<file path="src/rtl/fifo_pkg.sv">
// rtl/fifo_pkg.sv - shared sizes and write-side state encoding for the 8x32 FIFO
package fifo_pkg;

    localparam int DEF_DATA_WIDTH = 32;
    localparam int DEF_DEPTH      = 8;
    localparam int DEF_ADDR_WIDTH = 3;
    localparam int COUNT_WIDTH    = DEF_ADDR_WIDTH + 1;

    typedef enum logic [1:0] {
        IDLE     = 2'b00,
        WRITE    = 2'b01,
        WR_ERROR = 2'b10
    } wr_state_t;

endpackage

</file>
<file path="src/rtl/fifo_wr_decoder.sv">
// rtl/fifo_wr_decoder.sv - one-hot load enables for the entry addressed by the write pointer
module fifo_wr_decoder
    import fifo_pkg::*;
#(
    parameter int ADDR_WIDTH = DEF_ADDR_WIDTH,
    parameter int DEPTH      = DEF_DEPTH
) (
    input  logic [ADDR_WIDTH-1:0] ptr,
    input  logic                  en,
    output logic [DEPTH-1:0]      load
);

    always_comb begin
        load      = '0;
        load[ptr] = en;
    end

endmodule

</file>
<file path="src/rtl/fifo_write_ctrl.sv">
// rtl/fifo_write_ctrl.sv - FIFO write side: storage, write pointer, count, handshake (option: FIFO_WR_ALMOST_FULL_EN)
module fifo_write_ctrl
    import fifo_pkg::*;
#(
    parameter int DATA_WIDTH = DEF_DATA_WIDTH,
    parameter int DEPTH      = DEF_DEPTH,
    parameter int ADDR_WIDTH = DEF_ADDR_WIDTH
`ifdef FIFO_WR_ALMOST_FULL_EN
    ,
    parameter int AF_LEVEL   = DEPTH - 1
`endif
) (
    input  logic                        clk,
    input  logic                        reset,
    input  logic                        we,
    input  logic [DATA_WIDTH-1:0]       din,
    input  logic                        rd_pop,
    output logic [ADDR_WIDTH-1:0]       wr_ptr,
    output logic [ADDR_WIDTH:0]         count,
    output logic                        full,
    output logic                        empty,
    output logic                        wr_ack,
    output logic                        wr_err,
    output logic [DATA_WIDTH*DEPTH-1:0] mem_flat
`ifdef FIFO_WR_ALMOST_FULL_EN
    ,
    output logic                        almost_full
`endif
);

    localparam logic [ADDR_WIDTH:0] FULL_COUNT = (ADDR_WIDTH + 1)'(DEPTH);

    wr_state_t             state;
    wr_state_t             state_next;
    logic                  accept;
    logic                  pop;
    logic [DEPTH-1:0]      load;
    logic [DATA_WIDTH-1:0] mem [DEPTH];

    assign full   = (count == FULL_COUNT);
    assign empty  = (count == '0);
    // Full always rejects, even when the read side frees a slot in the same cycle.
    assign accept = we && !full;
    assign pop    = rd_pop && !empty;

`ifdef FIFO_WR_ALMOST_FULL_EN
    assign almost_full = (count >= (ADDR_WIDTH + 1)'(AF_LEVEL));
`endif

    always_comb begin
        state_next = IDLE;
        if (we) begin
            state_next = full ? WR_ERROR : WRITE;
        end
    end

    always_ff @(posedge clk) begin
        if (reset) begin
            state <= IDLE;
        end else begin
            state <= state_next;
        end
    end

    assign wr_ack = (state == WRITE);
    assign wr_err = (state == WR_ERROR);

    fifo_wr_decoder #(
        .ADDR_WIDTH (ADDR_WIDTH),
        .DEPTH      (DEPTH)
    ) u_decoder (
        .ptr  (wr_ptr),
        .en   (accept),
        .load (load)
    );

    always_ff @(posedge clk) begin
        if (reset) begin
            wr_ptr <= '0;
            count  <= '0;
        end else begin
            if (accept) begin
                wr_ptr <= wr_ptr + 1'b1;
            end
            case ({accept, pop})
                2'b10:   count <= count + 1'b1;
                2'b01:   count <= count - 1'b1;
                default: count <= count;
            endcase
        end
    end

    always_ff @(posedge clk) begin
        for (int i = 0; i < DEPTH; i++) begin
            if (reset) begin
                mem[i] <= '0;
            end else if (load[i]) begin
                mem[i] <= din;
            end
        end
    end

    for (genvar g = 0; g < DEPTH; g++) begin : g_flat
        assign mem_flat[g*DATA_WIDTH +: DATA_WIDTH] = mem[g];
    end

endmodule

</file>
<file path="config.mk">
export PLATFORM = sky130hd
export DESIGN_NAME = fifo_write_ctrl
export DESIGN_NICKNAME = d
export VERILOG_FILES = /design/src/rtl/fifo_pkg.sv /design/src/rtl/fifo_wr_decoder.sv /design/src/rtl/fifo_write_ctrl.sv
export SDC_FILE = /design/constraint.sdc
export NUM_CORES = 1
export LEC_CHECK = 0
export CAP_MARGIN = 10
export CORE_MARGIN = 1.5
export CORE_UTILIZATION = 47
export DETAILED_ROUTE_END_ITERATION = 10
export PLACE_DENSITY = 0.82
export SLEW_MARGIN = 20
export SYNTH_ARGS = -nofsm -noshare
export SYNTH_HDL_FRONTEND = slang
export SYNTH_HIERARCHICAL = 1
export SYNTH_SLANG_ARGS = --single-unit
</file>
<file path="constraint.sdc">
create_clock -name clk -period 3 [get_ports clk]
set_input_delay 0.6 -clock clk [delete_from_list [all_inputs] [get_ports clk]]
set_output_delay 0.6 -clock clk [all_outputs]
set_load 0.02 [all_outputs]
</file>
After elaboration in Yosys (flattened, before gate mapping)
Memories as Yosys holds them, arrays and structs flattened. Cells that the tools add are included.

Add/sub/neg operators: 3. $lt $le $gt $ge: 2. Equal/unequal tests: 5. Multiplexer cells: 38. Bitwise logic cells: 10. Reduce and logical (&&, ||, !) cells: 8.

Operator list (number): two-way mux 32 bit (8); two-way mux 1 bit (27); AND 8 bit (1); bitwise OR 1 bit (8); one-hot mux 4 bit (2 select lines) (1); adder 4 x 1 -> 4 bit (second input constant) (1); == test 2 x 1 -> 1 bit (second input constant) (2); == test 2 bit (second input constant) (2); == test 4 bit (second input constant) (1); logical NOT 4 bit (1); < comparator 3 x 4 -> 1 bit (second input constant) (1); subtractor 4 x 1 -> 4 bit (second input constant) (1); adder 3 x 1 -> 3 bit (second input constant) (1); demux 1 bit (select 3 bit) (1); >= comparator 3 x 1 -> 1 bit (second input constant) (1); logical AND 1 bit (3); logical NOT 1 bit (2); two-way mux 2 bit (1); nonzero test 2 bit (1); OR reduction 2 bit (1); NOT 1 bit (1).

Register bits after elaboration: 9. Bits in writable memories: 256. Word-level logic and storage cells: 70. Memories kept: 1.

Memory list: mem (depth 8, width 32, read ports 8, clocked after memory_dff 0, write ports 8, RTL line fifo_write_ctrl.sv:38) `logic [DATA_WIDTH-1:0] mem [DEPTH];`.

Logic depth before layout (Yosys ltp)
Word-level depth: 9. Gate-level depth with buffers: 9. Mapped depth without buffers: 9.

Modules after synthesis
The synthesis kept the hierarchy.

Modules (own cells, without submodules): fifo_write_ctrl (times used 1, cells an instance 605, area each 9963.3 sq um, sequential area each 7867.5 sq um); fifo_wr_decoder (times used 1, cells an instance 8, area each 96.3 sq um, sequential area each 0.0 sq um).

Worst setup path after synthesis
Ideal clock, no wire load.

Path kind: register to register. From: reg count[0]. To: reg count[3]. Data arrival time: 2706 ps. Data required time: 2930 ps. Slack: 225 ps. Cell stages (with the launch flop): 9. Buffers on the path: 0. Clock period less this slack: 2775 ps. Path through: dfxtp_1 > nor4_1 > nor2b_1 > ha_1 > ha_1 > a21oi_1 > a21oi_1 > or4_1 > a21oi_1.

Word-level cells in the longest chain between the ends: 5. Elaborated cells between the ends (all ways): 12.

Ends and longest elaborated chain: from (decl) (RTL line fifo_write_ctrl.sv:19) `output logic [ADDR_WIDTH:0] count,`; from (signal assigned) (RTL line fifo_write_ctrl.sv:86) `2'b10: count <= count + 1'b1;`; from (signal assigned) (RTL line fifo_write_ctrl.sv:87) `2'b01: count <= count - 1'b1;`; from (signal assigned) (RTL line fifo_write_ctrl.sv:88) `default: count <= count;`; logical NOT 4 bit * (RTL line fifo_write_ctrl.sv:41) `assign empty = (count == '0);`; net empty (RTL line fifo_write_ctrl.sv:21) `output logic empty,`; logical NOT 1 bit * (RTL line fifo_write_ctrl.sv:44) `assign pop = rd_pop && !empty;`; logical AND 1 bit * (RTL line fifo_write_ctrl.sv:44); == test 2 x 1 -> 1 bit / == test 2 bit (equally long branches) (RTL line fifo_write_ctrl.sv:85) `case ({accept, pop})`; one-hot mux 4 bit (2 select lines) / nonzero test 2 bit (equally long branches).

The timed path passes the listed nets; every way through them passes the cells marked *. A chain may end at the register's enable or synchronous reset.

Final worst setup path
From: reg count[0]. To: out full.

Word-level cells in the longest chain between the ends: 1.

Ends and longest elaborated chain: == test 4 bit (RTL line fifo_write_ctrl.sv:40) `assign full = (count == FULL_COUNT);`; to (decl) (RTL line fifo_write_ctrl.sv:20) `output logic full,`.

No other way between the ends.

==> metrics.cfg <==
[clock_network]
clkLatencyLatePin_ns=0.52
ctsResizeCount=0
cts_htree_levels=1
hold_buffers=0
cts_tree=built
cts.reportedPaths.clkPinSlew_ns=0.06
cts_root_buf=clkbuf_16
cts.sinks=265
postCtsSetupBuffers=0
cts_buffers=26
clockBufferDepth=3

[worst_setup_path]
worstSetupPathType=flip-flop to output pin
start_kind=flip-flop
worstSetupEndpointType=output pin
cp_max_fo=6
cp_data_required_time_ns=2.40
arrival_ns=2.16

[floorplan]
start_util_pct=47.9
die_h_um=149
rows=53
core_um2=21000
die_area_um2=22300
boundaryPins=303
die_x_um=149

[synthesis]
yosysTopAreaCell=edfxtp_1
ys_top_cells_by_count=256 x and2_1, 256 x edfxtp_1, 25 x clkbuf_1
synth-seq-cells=265
postSynthAreaPerCell_um2=16.4
synth_top_area_share_pct=76.4
synth_flop_cell=edfxtp_1
synth_area_um2=10100
ys_types=28
seq_area_frac_synth_pct=78.2
synthArstFlopShare_pct=0
synthesis.nets=654
netlist_instances=613
yosys_warnings=6
synthTopCellsByArea=edfxtp_1 76%, and2_1 16%, dfxtp_1 1.8%
synth-edff-count=256

[job]
cap_violations=0

[timing]
rsz0062_at_grt=no
timing.final.crit_period_ns=2.76
max_freq_mhz=362
fin_skew_ns=0.0115
min_period_over_period_pct=92.0
finalSetupViolCount=0
setup_slack_ns=0.240
tns_ns=0
max_slew.worst_pin.slew_ns=0.969
hold_violations=0
drv_slew=0
relSlewSlack_pct=35.4

[place]
portBuffers=302
placed_cell_area_um2=13500
dpl_worst_slack_ns=0.0520
place.gp.congestion=0.786
dp_hpwl_um=17400

[global_routing]
grt_pass1_wl_um=38400
grt_max_degree=33
track_usage_pct=23.6
grt_overflow=0
grt_pass1_vias=6199
antenna_found_initial=0

[layout]
antenna_cells=0
layout.nets=979
synthToLayoutAreaGrowth_pct=42.3
drive_above_1_share_pct=8.48
design_area_um2=14300

[detailed_routing]
wl_um=26500
drc=0
routedWlPerCell_um=21.5
viasPerCell=4.99
firstDrtPassIters=4
vias=6138
drt_iter0_markers=357
postRouteAntennaNets=0

[power_and_ir_drop]
vdd_drop_max_mv=0.507
cellPowerDensity_nw_per_um2=625
p_leak_nw=5.35

[hold_path]
hold_class=flip-flop to flip-flop

[status]
outcome=finished clean

-- path summary, 6_finish.rpt --
path                            startpoint        to  slack, ns  cells past startpoint
worst max-delay path              count[0]      full       0.24                      3
worst min-delay path              count[3]  count[3]       0.56                      2
worst max register to register    count[0]  count[3]       0.43                      8
worst min register to register    count[3]  count[3]       0.56                      2
-- kinds of logic after synthesis --
group	count (synthesis)	share of synthesized area, %
xor+xnor	4	0.423
fa+ha+maj	5	0.697
compound gates	7	0.410
flops	265	78.2
simple gates	301	19.1
buf+inv	31	1.17
-- flip-flops by register name, summed over array words and instances, names as in the netlist --
register  count
wr_ptr        3
count         4
mem         256
state         2
-- metrics by stage --
step | total power (W) | hold WS (ns) | std cells | utilization, %
final | 0.00895 | 0.559 | 1230 | 68.1
after floorplan | 0.00519 | 0.572 | 613 | -
after CTS | 0.00902 | 0.557 | 1230 | 68.1
after global routing | 0.00925 | 0.608 | 1230 | 68.1
after global placement | 0.00597 | 0.513 | 1185 | 64.4
after detailed placement | 0.00601 | 0.542 | 1185 | 64.4
-- critical path, stage by stage, from the launching register on --
cell             delay [ns]
dfxtp_1                0.37
or4b_4                 0.60
inv_1                  0.08
clkdlybuf4s50_1        0.60
-- layer usage --
layer | part of all wire (%) | vias to the layer above | global-route usage, %
met4 | 2.4 | 0 | 7.08
met2 | 50 | 286 | 40.6
li1 | - | 2795 | -
met3 | 8.4 | 40 | 6.51
met5 | 0 | - | 0
met1 | 39 | 3017 | 29.2
-- where the power goes --
part / leakage [nW] / switching (W) / total [W] / internal, W
Combinational: 2.23 / 0.000821 / 0.00146 / 0.000636
Clock: 0.378 / 0.00130 / 0.00302 / 0.00172
Sequential: 2.74 / 0.000125 / 0.00447 / 0.00435
-- cell type report --
type	count	area, µm²
flip-flops and latches	265	7870
fillers	1405	6710
repair buffers	323	3220
multi-input cells	317	2090
clock buffers	34	702
well taps	275	344
clock inverters	11	71.3
inverters	5	18.8
-- placed cells by master (no fill, tap or decap), types with 7 or more instances in the layout --
cell type,instances
clkbuf_16,27
nor2_1,8
clkbuf_1,7
clkdlybuf4s50_1,302
or2_2,8
dfxtp_1,9
nor2b_2,8
and2_1,256
clkinv_1,7
edfxtp_1,256
buf_4,18
(Power assumes the default switching activity.)
